$ cat src/rtl/instr_fetch_unit.sv
// Fetch stage: holds the fetch PC, issues word requests to instruction memory and buffers
// {pc, instr} pairs for decode. Define FETCH_PERF_CNT_EN to add fetch/stall counters.
module instr_fetch_unit #(
    parameter logic [31:0] RESET_PC = 32'h0000_0000,
    parameter int          DEPTH    = 2
) (
    input  logic        clk,
    input  logic        reset,
    output logic        imem_req,
    output logic [31:0] imem_addr,
    input  logic        imem_ready,
    input  logic [31:0] imem_rdata,
    input  logic        redirect_valid,
    input  logic [31:0] redirect_pc,
    output logic        instr_valid,
    output logic [31:0] instr,
    output logic [31:0] instr_pc,
    input  logic        instr_ready
`ifdef FETCH_PERF_CNT_EN
    ,
    output logic [31:0] fetch_count,
    output logic [31:0] stall_count
`endif
);

    localparam int PTR_W = $clog2(DEPTH);
    localparam int CNT_W = PTR_W + 1;
    localparam logic [CNT_W-1:0] FULL_CNT = CNT_W'(DEPTH);

    localparam logic [0:0] ST_RUN  = 1'b0;
    localparam logic [0:0] ST_FULL = 1'b1;

    logic [0:0]       state, state_next;
    logic [31:0]      fetch_pc;
    logic [CNT_W-1:0] count, count_next;
    logic [PTR_W-1:0] rd_ptr, wr_ptr;
    logic [31:0]      pc_buf   [DEPTH];
    logic [31:0]      data_buf [DEPTH];
    logic             push, pop;
    logic             unused_redirect_lsbs;

    // Redirect masks both sides of the buffer so a flush never races a push or pop.
    assign imem_req    = (state == ST_RUN) && !redirect_valid && !reset;
    assign imem_addr   = fetch_pc;
    assign push        = imem_req && imem_ready;
    assign instr_valid = (count != '0);
    assign pop         = instr_valid && instr_ready && !redirect_valid;
    assign instr       = data_buf[rd_ptr];
    assign instr_pc    = pc_buf[rd_ptr];

    assign unused_redirect_lsbs = ^redirect_pc[1:0];

    // NOTE: every signal assigned in always_comb gets a default first so no latch is inferred.
    always_comb begin
        count_next = count;
        if (redirect_valid) begin
            count_next = '0;
        end else if (push && !pop) begin
            count_next = count + 1'b1;
        end else if (pop && !push) begin
            count_next = count - 1'b1;
        end
        state_next = (count_next == FULL_CNT) ? ST_FULL : ST_RUN;
    end

    // NOTE: sequential state uses non-blocking assignments so every flop samples pre-edge values.
    always_ff @(posedge clk or posedge reset) begin
        if (reset) begin
            state    <= ST_RUN;
            fetch_pc <= RESET_PC;
            count    <= '0;
            rd_ptr   <= '0;
            wr_ptr   <= '0;
        end else begin
            state <= state_next;
            count <= count_next;
            if (redirect_valid) begin
                fetch_pc <= {redirect_pc[31:2], 2'b00};
                rd_ptr   <= '0;
                wr_ptr   <= '0;
            end else begin
                if (push) begin
                    fetch_pc <= fetch_pc + 32'd4;
                    wr_ptr   <= wr_ptr + 1'b1;
                end
                if (pop) begin
                    rd_ptr <= rd_ptr + 1'b1;
                end
            end
        end
    end

    // NOTE: the buffer is cleared on reset so instr/instr_pc read a defined entry 0 after reset.
    always_ff @(posedge clk or posedge reset) begin
        if (reset) begin
            for (int i = 0; i < DEPTH; i++) begin
                pc_buf[i]   <= '0;
                data_buf[i] <= '0;
            end
        end else if (push) begin
            pc_buf[wr_ptr]   <= fetch_pc;
            data_buf[wr_ptr] <= imem_rdata;
        end
    end

`ifdef FETCH_PERF_CNT_EN
    // A stall is a full buffer or a request the memory has not yet accepted.
    always_ff @(posedge clk or posedge reset) begin
        if (reset) begin
            fetch_count <= '0;
            stall_count <= '0;
        end else begin
            if (push) begin
                fetch_count <= fetch_count + 32'd1;
            end
            if ((state == ST_FULL) || (imem_req && !imem_ready)) begin
                stall_count <= stall_count + 32'd1;
            end
        end
    end
`endif

endmodule

$ cat config.mk
export PLATFORM = sky130hd
export DESIGN_NAME = instr_fetch_unit
export DESIGN_NICKNAME = d
export VERILOG_FILES = /design/src/rtl/instr_fetch_unit.sv
export SDC_FILE = /design/constraint.sdc
export NUM_CORES = 1
export LEC_CHECK = 0
export CAP_MARGIN = 10
export CORE_ASPECT_RATIO = 1.4
export CORE_MARGIN = 2
export CORE_UTILIZATION = 35
export DETAILED_ROUTE_END_ITERATION = 10
export SETUP_SLACK_MARGIN = 0.4
export SLEW_MARGIN = 5
export SYNTH_ARGS = -nofsm -noshare
export SYNTH_HDL_FRONTEND = slang
export SYNTH_SLANG_ARGS = --single-unit
$ cat constraint.sdc
create_clock -name clk -period 14.7 [get_ports clk]
set_input_delay 2.205 -clock clk [delete_from_list [all_inputs] [get_ports clk]]
set_output_delay 2.205 -clock clk [all_outputs]
set_load 0.03 [all_outputs]
After elaboration in Yosys (flattened, before gate mapping)
Cells that the tools add are included.

cells by class
  bitwise logic cells = 3
  $add $sub $neg = 5
  eq/ne operators = 1
  magnitude comparators = 3
  reductions and logical operators = 15
  multiplexer cells = 20

operators with widths
  operator                                                   number
  two-way mux 32 bit                                         9
  bitwise mux 64 bit                                         2
  adder 32 x 3 -> 32 bit (second input constant)             1
  demux 32 bit (select 1 bit)                                1
  logical AND 1 bit                                          8
  two-way mux 2 bit                                          3
  nonzero test 2 bit                                         3
  two-way mux 1 bit                                          5
  greater-or-equal comparator 2 bit (second input constant)  2
  logical NOT 1 bit                                          4
  NOT 1 -> 2 bit                                             2
  adder 1 bit (second input constant)                        2
  adder 2 x 1 -> 2 bit (second input constant)               1
  == test 2 bit (second input constant)                      1
  < comparator 2 x 1 -> 1 bit (second input constant)        1
  subtractor 2 x 1 -> 2 bit (second input constant)          1
  NOT 1 bit                                                  1

storage, ports and cells
  output and inout bits = 98
  flip-flop bits (word level) = 165
  word-level logic and storage cells = 56

Depth between registers and ports, before layout
Gate-level depths: netlist (run 1).

  depth in word-level cells = 11
  depth in mapped cells = 7
  mapped depth without buffers = 6

Least setup slack after synthesis (run 1)
No wires, ideal clock.

  path kind = input to output
  from = input redirect_valid
  to = output imem_req
  path slack = 9.218 ns
  arrival = 3.277 ns
  buffers on the path = 2
  stages = 3
  cells stage by stage = clkbuf_1 > clkbuf_1 > nor3_1

on the way
  word-level cells in the longest chain between the ends = 3

RTL lines
  what                             line  RTL
  from (decl)                      13    input logic redirect_valid,
  logical NOT 1 bit                43    assign imem_req = (state == ST_RUN) && !redirect_valid && !reset;
  logical AND 1 bit (2 in series)  43
  to (decl)                        9     output logic imem_req,

Every way passes these cells.

Worst setup path after layout (run 1)
Ends and elaborated chain as after synthesis.

==> results.yml, run 1 <==
logic_synthesis:
  ys_async_sr_fraction_pct: 100
  seq_area_frac_synth_pct: 54.0
  ys.flop_type: "dfrtp_1"
  yosys.area_share.xor_xnor_pct: 1.66
  ys_types: 36
  synth_compound_area_share_pct: 4.94
  ys_seq_elements: 159
  synth-simple-area-share_pct: 8.30
  syn_avg_cell_area_sq_um: 12.7
  synthAdderAreaFrac_pct: 0.339
  muxShareOfSynthArea_pct: 27.8
  yosysWarnings: 0
  synth_top_family_by_area: "multiplexers"
  synthCells: 582
  synth.cell_area_sq_um: 7370
  synth-edff-count: 0
power_and_ir_drop:
  p_per_area_nw_per_um2: 208
  ir_drop_uv: 103
  power_leakage_nw: 3.97
critical_path:
  cp-start-kind: "input port"
  path_max_fanout: 33
  r2r_slack_ps: 11360
  cp.buffers_inverters: 3
  r2r_end: "imem_addr[20]"
  path_cells: "clkdlybuf4s50_1, buf_4, nor3_1, clkdlybuf4s50_1"
  crit_path_max_incr_delay_ps: 710
  worstPathRequired_ps: 12490
  cpLargestDelayFamily: "buffers and inverters"
  arrival_ps: 3790
  reg2reg_depth: 4
  critical_path_class: "in2out"
  crit_top_cell: "clkdlybuf4s50_1"
  cp.depth: 4
  r2r_start: "state"
  crit_path_start: "redirect_valid"
  cp_slowest_cell: "clkdlybuf4s50_1"
  cp-endpoint: "imem_req"
  critPathCaptureType: "output port"
detailed_routing:
  wire_per_inst_um: 18.3
  drt_iter0_markers: 165
  final_antenna_net_count: 0
  drc: 0
  via_per_inst: 5.19
  dr_total_vias: 5146
  wl_um: 18100
  firstDrtPassIters: 5
global_route:
  grt_overflow: 0
  grt_use_total_pct: 16.5
  first_global_vias: 5464
  grt_start_max_net_pins: 96
  grt_first_pass_wirelength_um: 29000
  antenna_found_initial: 0
sta:
  fin_crit_sh_pct: 40.8
  drv_slew: 0
  finalHoldViolCount: 0
  clock_skew_ps: 7.35
  setup_ws_ps: 8710
  timing.fmax_mhz: 167
  setup_viol: 0
  tns_ps: 0
  slew_headroom_pct: 25.1
  rsz0062_at_grt: "no"
  worst_pin_slew_ps: 1120
  fin_crit_ps: 5990
finish:
  area_growth_pct: 32.3
  fillCellCount: 1876
  nets: 798
  num_antenna_cells: 0
  drive_above_1_share_pct: 30.0
  final_common_cell: "mux2_2"
  final_cell_mix: "181 x mux2_2, 160 x clkdlybuf4s50_1, 158 x dfrtp_1"
clock_network:
  clockBufferDepth: 2
  htree_num_levels: 4
  post_cts_buffers: 0
  holdBufCountCts: 0
  insertion_delay_ps: 410
  cts-root-buf: "clkbuf_16"
  clk_pin_slew_ps: 60
  cts-buffers-inserted: 17
  cts_tree: "built"
  cts_sinks: 159
  cts_resized: 0
place:
  globalplace.congestion: 0.776
  portBuffers: 160
  place_ws_ps: 8720
  dp_hpwl_um: 12200
worst_hold_path:
  min_path_cells: 2
  hold_class: "reg2reg"
floorplan:
  fp.dieW_um: 127
  die_area_sq_um: 22300
  core_area_sq_um: 20600
  io_pins: 167
  initial_core_util_pct: 35.7
  rows: 62
  die_y_um: 176
run_status:
  status: "finished, final reports clean"
job:
  cap_violations: 0
[power by group]
group | switching (mW) | leakage [nW] | total (mW) | internal, mW
combinational | 0.440 | 1.77 | 0.886 | 0.446
sequential | 0.108 | 1.93 | 0.715 | 0.607
clock | 0.166 | 0.276 | 0.430 | 0.264
total | 0.714 | 3.97 | 2.03 | 1.32
[routing by layer]
metal  wire length (um)  GRT usage, %  share of wire (%)  up-vias
met5                  0             0                  0        -
met4                427          6.18                2.4        0
met3                683          3.56                3.8       31
met2               9710          29.4                 54      135
met1               7320          19.5                 40     2593
li1                   -             -                  -     2387
[sequential cells by signal, summed over array words and instances, names as in the netlist]
register,flops
count,2
state,1
pc_buf,60
data_buf,64
imem_addr,30
rd_ptr,1
wr_ptr,1
[cell families after synthesis]
logic type	after synthesis
compound gates	57
xor+xnor	14
fa+ha+maj	2
buf+inv	52
flops	159
mux	182
other cells	1
simple gates	115
[worst min-delay path: stages, from the launching register on]
cell,delay (ps)
dfrtp_1,340
nand2_1,40
o21ai_0,60
[Yosys cell counts, types with 6 or more instances]
master | n | area [sq um]
o31ai_1 | 13 | 97.6
nand4_1 | 11 | 68.8
o21ai_0 | 19 | 95.1
a31oi_1 | 18 | 113
buf_2 | 7 | 35.0
clkbuf_1 | 26 | 97.6
or4_1 | 13 | 97.6
xnor2_1 | 8 | 70.1
dfrtp_1 | 159 | 3980
mux2_2 | 181 | 2040
xor2_1 | 6 | 52.6
inv_1 | 9 | 33.8
nand2_1 | 30 | 113
or3_1 | 6 | 37.5
nor2_1 | 23 | 86.3
nand3_1 | 11 | 55.1
[worst min-delay path by stage]
stage | from | endpoint | slack [ps]
floorplan | pc_buf[11] | pc_buf[11] | 440
global placement | pc_buf[22] | pc_buf[22] | 460
detailed placement | pc_buf[25] | pc_buf[25] | 460
CTS | pc_buf[25] | pc_buf[25] | 480
global route | pc_buf[30] | pc_buf[30] | 510
finish | pc_buf[25] | pc_buf[25] | 470
[stage by stage]
| stage | util, % | hold WS [ps] | instances | total power [mW] | cell area, sq um |
|---|---|---|---|---|---|
| floorplan | - | 444 | 585 | 1.27 | 7380 |
| global placement | 44.5 | 461 | 964 | 1.59 | 9190 |
| detailed placement | 44.5 | 465 | 964 | 1.62 | 9190 |
| CTS | 47.3 | 478 | 992 | 2.06 | 9760 |
| global route | 47.3 | 511 | 992 | 2.14 | 9760 |
| finish | 47.3 | 474 | 992 | 2.03 | 9760 |
[layout make-up]
class                           count  area [sq um]  area share, %
Sequential cell                   159          3980           40.8
Multi-Input combinational cell    374          3210           32.9
Timing Repair Buffer              165          1640           16.8
Clock buffer                       22           484           4.96
Tap cell                          256           320           3.28
Clock inverter                      6          85.1          0.872
Inverter                           10          42.5          0.436
Power figures use the tool's default switching activity.
==> inputs of run 2 (changes only) <==
==> constraint.sdc (replaced) <==
create_clock -name clk -period 6 [get_ports clk]
set_input_delay 0.9 -clock clk [delete_from_list [all_inputs] [get_ports clk]]
set_output_delay 0.9 -clock clk [all_outputs]
set_load 0.03 [all_outputs]
==> run 2 against run 1 <==
  * Total power rose to 2.5 times the previous value
  * Combinational power is 140% higher
  * Utilization increased by 0.55 points
  * Flip-flop and latch count stayed put
  * Routed wire length increased by 1.6%
  * Clock power increased to 2.8 times the previous value
  * First-iteration DRC count increased by 39%
  * Sequential power is 150% higher
  * Sequential share of layout area fell by 0.47 points
  * Via count up 1.6%
  * Final cell count increased by 0.60%
==> results.yml, run 2 (synthesis results as in run 1) <==
worst_hold_path:
  min_from: "data_buf[22]"
  hold_class: "reg2reg"
  min_path_cells: 1
  hold_end: "data_buf[22]"
sta:
  worst_pin_slew_ps: 1160
  drv_slew: 0
  setup_viol: 0
  slew_headroom_pct: 22.5
  fin_crit_sh_pct: 66.0
  tns_ps: 0
  timing.fmax_mhz: 253
  clock_skew_ps: 9.49
  rsz0062_at_grt: "no"
  finalHoldViolCount: 0
  fin_crit_ps: 3960
clock_network:
  insertion_delay_ps: 420
  cts-root-buf: "clkbuf_16"
  cts-buffers-inserted: 17
  clk_pin_slew_ps: 60
  holdBufCountCts: 0
  cts_sinks: 159
  post_cts_buffers: 0
  cts_tree: "built"
  htree_num_levels: 4
  clockBufferDepth: 2
  cts_resized: 0
floorplan:
  io_pins: 167
  die_area_sq_um: 22300
  rows: 62
  die_y_um: 176
  core_area_sq_um: 20600
  initial_core_util_pct: 35.7
  fp.dieW_um: 127
finish:
  fin_area_sq_um: 9870
  nets: 801
  final_cell_mix: "181 x mux2_2, 160 x clkdlybuf4s50_1, 158 x dfrtp_1"
  drive_above_1_share_pct: 30.7
  area_growth_pct: 33.9
  regMostFlops: "data_buf"
  fillCellCount: 1862
  num_antenna_cells: 0
  final_common_cell: "mux2_2"
  largest_register_ffs: 64
detailed_routing:
  dr_total_vias: 5226
  firstDrtPassIters: 4
  wl_um: 18400
  drt_iter0_markers: 230
  via_per_inst: 5.24
  wire_per_inst_um: 18.5
  drc: 0
  final_antenna_net_count: 0
critical_path:
  crit_path_max_incr_delay_ps: 1140
  critPathCaptureType: "output port"
  path_max_fanout: 46
  cp_slowest_cell: "dfrtp_2"
  worstPathRequired_ps: 5100
  r2r_end: "data_buf[33]"
  cpLargestDelayFamily: "flip-flops"
  path_cells: "buf_4, mux2_2, clkdlybuf4s50_1"
  cp.buffers_inverters: 2
  cp.depth: 3
  reg2reg_depth: 4
  critical_path_class: "reg2out"
  r2r_start: "state"
  r2r_slack_ps: 3050
  arrival_ps: 3060
  cp-start-kind: "register"
power_and_ir_drop:
  power_leakage_nw: 4.04
  ir_drop_uv: 223
  finalPower_mw: 5.13
  p_per_area_nw_per_um2: 519
run_status:
  status: "finished, final reports clean"
global_route:
  grt_overflow: 0
  grt_use_total_pct: 17.1
  antenna_found_initial: 0
  first_global_vias: 5742
  grt_start_max_net_pins: 68
  grt_first_pass_wirelength_um: 29900
place:
  dpl_cell_area_sq_um: 9210
  portBuffers: 160
  dp_hpwl_um: 12300
  globalplace.congestion: 0.779
job:
  cap_violations: 0
run 2: cell types whose count changed in the layout (fill, tap and decap cells not counted):
cell / previous run / this run
clkinv_4: 0 / 4
buf_4: 5 / 8
bufinv_16: 2 / 5
clkbuf_8: 4 / 2
clkinvlp_4: 2 / 0
inv_6: 1 / 3
clkbuf_1: 1 / 0
clkinv_2: 2 / 1
run 2: layout make-up:
type,instances,area [sq um],share of cell area (%)
multi-input cells,374,3210,32.5
well taps,256,320,3.25
flip-flops and latches,159,3980,40.3
clock buffers,19,453,4.59
clock inverters,12,208,2.10
repair buffers,168,1660,16.8
inverters,10,42.5,0.431
run 2: worst max path at each step:
stage	start	end	slack, ps
floorplan	reset	count[0]	810
global placement	reset	pc_buf[57]	2020
detailed placement	reset	pc_buf[55]	1950
CTS	rd_ptr	instr_pc[25]	2000
global route	rd_ptr	instr_pc[26]	1900
finish	rd_ptr	instr_pc[26]	2040
run 2: routing by layer:
layer  part of all wire, %  routed length (um)  global-route usage, %  vias up
met3                   4.2                 768                   3.56       25
met2                    55               10100                   31.1      141
li1                      -                   -                      -     2398
met5                     0                   0                      0        -
met4                   2.4                 448                   6.96        0
met1                    39                7140                   19.4     2662
run 2: metrics by stage:
| stage | setup slack [ps] | std cells | util [%] | hold slack, ps |
|---|---|---|---|---|
| 6_report | 2040 | 998 | 47.8 | 500 |
| 5_1_grt | 1900 | 998 | 47.8 | 515 |
| 2_1_floorplan | 808 | 585 | - | 444 |
| 3_3_place_gp | 2020 | 967 | 44.6 | 458 |
| 3_5_place_dp | 1950 | 967 | 44.6 | 478 |
| 4_1_cts | 2000 | 998 | 47.8 | 497 |
run 2: power breakdown:
part / switching (mW) / total (mW) / internal [mW]
Clock: 0.440 / 1.20 / 0.763
Combinational: 1.06 / 2.16 / 1.09
Sequential: 0.279 / 1.77 / 1.49
Total: 1.78 / 5.13 / 3.34
==> inputs of run 3 (changes only) <==
==> constraint.sdc (replaced) <==
create_clock -name clk -period 4.15 [get_ports clk]
set_input_delay 0.6225 -clock clk [delete_from_list [all_inputs] [get_ports clk]]
set_output_delay 0.6225 -clock clk [all_outputs]
set_load 0.03 [all_outputs]
==> run 3 against run 2 <==
  * Worst setup slack got worse by 970 ps
  * Final area barely moved
  * Register-to-register slack got worse by 1300 ps
  * First-iteration DRC count rose by 3.5%
  * Highest routed layer unchanged
==> results.yml, run 3 (synthesis results as in run 1) <==
run_status:
  status: "finished, final reports clean"
place:
  portBuffers: 160
  dp_hpwl_um: 12800
  dp_cells: 970
  globalplace.congestion: 0.754
clock_network:
  insertion_delay_ps: 420
  cts_resized: 0
  post_cts_buffers: 0
  clockBufferDepth: 2
  htree_num_levels: 4
  cts_sinks: 159
  cts_tree: "built"
  cts-root-buf: "clkbuf_16"
  holdBufCountCts: 0
  cts-buffers-inserted: 17
  clk_pin_slew_ps: 60
job:
  cap_violations: 0
detailed_routing:
  firstDrtPassIters: 6
  final_antenna_net_count: 0
  drt_iter0_markers: 238
  dr_total_vias: 5189
  drc: 0
  wl_um: 18700
  wire_per_inst_um: 18.7
  via_per_inst: 5.19
critical_path:
  cp-start-kind: "register"
  path_max_fanout: 47
  cp_slowest_cell: "dfrtp_2"
  path_cells: "buf_12, mux2_2, clkdlybuf4s50_1"
  critical_path_class: "reg2out"
  arrival_ps: 2460
  critPathCaptureType: "output port"
  worstPathRequired_ps: 3530
  crit_path_max_incr_delay_ps: 660
sta:
  finalHoldViolCount: 0
  tns_ps: 0
  rsz0062_at_grt: "no"
  clock_skew_ps: 11.2
  timing.fmax_mhz: 325
  fin_crit_sh_pct: 74.2
  fin_crit_ps: 3080
  slew_headroom_pct: 34.4
  setup_viol: 0
  worst_pin_slew_ps: 983
  holdWs_ps: 474
  drv_slew: 0
finish:
  num_antenna_cells: 0
  final_common_cell: "mux2_2"
  stdcell_count: 1000
  drive_above_1_share_pct: 30.9
  area_growth_pct: 33.8
  largest_register_ffs: 64
  final_cell_mix: "181 x mux2_2, 160 x clkdlybuf4s50_1, 158 x dfrtp_1"
  nets: 804
  regMostFlops: "data_buf"
  fin_util_pct: 47.8
global_route:
  first_global_vias: 5531
  grt_start_max_net_pins: 73
  grt_use_total_pct: 17.1
  grt_first_pass_wirelength_um: 29700
  antenna_found_initial: 0
  grt_overflow: 0
floorplan:
  initial_core_util_pct: 35.7
  io_pins: 167
  core_area_sq_um: 20600
  fp.dieW_um: 127
  die_y_um: 176
  rows: 62
  die_area_sq_um: 22300
power_and_ir_drop:
  ir_drop_uv: 335
  p_per_area_nw_per_um2: 738
  power_leakage_nw: 4.03
worst_hold_path:
  hold_class: "reg2reg"
-- run 3: metrics by stage --
stage	area [sq um]	worst slack [ps]	power [mW]
2_1_floorplan	7390	1510	4.51
3_3_place_gp	9270	979	5.65
3_5_place_dp	9270	928	5.75
4_1_cts	9870	998	7.38
5_1_grt	9870	979	7.66
6_report	9870	1070	7.28
-- run 3: worst paths after layout --
kind	from	slack [ps]	end	cells after the start
max in group asynchronous	reset	2300	rd_ptr	3
worst max register to register	state	1760	imem_addr[17]	4
worst min register to register	pc_buf[25]	470	pc_buf[25]	2
worst min-delay path	pc_buf[25]	470	pc_buf[25]	2
min in group asynchronous	reset	870	imem_addr[13]	2
worst max-delay path	rd_ptr	1070	instr_pc[26]	3
-- run 3: worst max-delay path, delay by kind of cell (launching register included) --
kind	cells	cell delay [ps]
buffers and inverters	2	1000
DFF	1	660
muxes	1	370
-- run 3: power by group --
group	leakage, nW	internal (mW)	switching, mW
Sequential	1.93	2.15	0.363
Clock	0.289	0.961	0.629
Combinational	1.81	1.59	1.58
-- run 3: layout make-up --
type	instances	area (sq um)
well taps	256	320
flip-flops and latches	159	3980
fillers	1891	10800
multi-input cells	374	3210
repair buffers	171	1720
clock buffers	18	439
clock inverters	12	159
inverters	10	41.3
-- run 3: metal layers --
layer / vias up / track usage [%] / routed length, um
li1: 2408 / - / -
met3: 26 / 3.99 / 685
met1: 2625 / 19.9 / 7510
met4: 0 / 6.96 / 450
met5: - / 0 / 0
met2: 130 / 30.3 / 10000
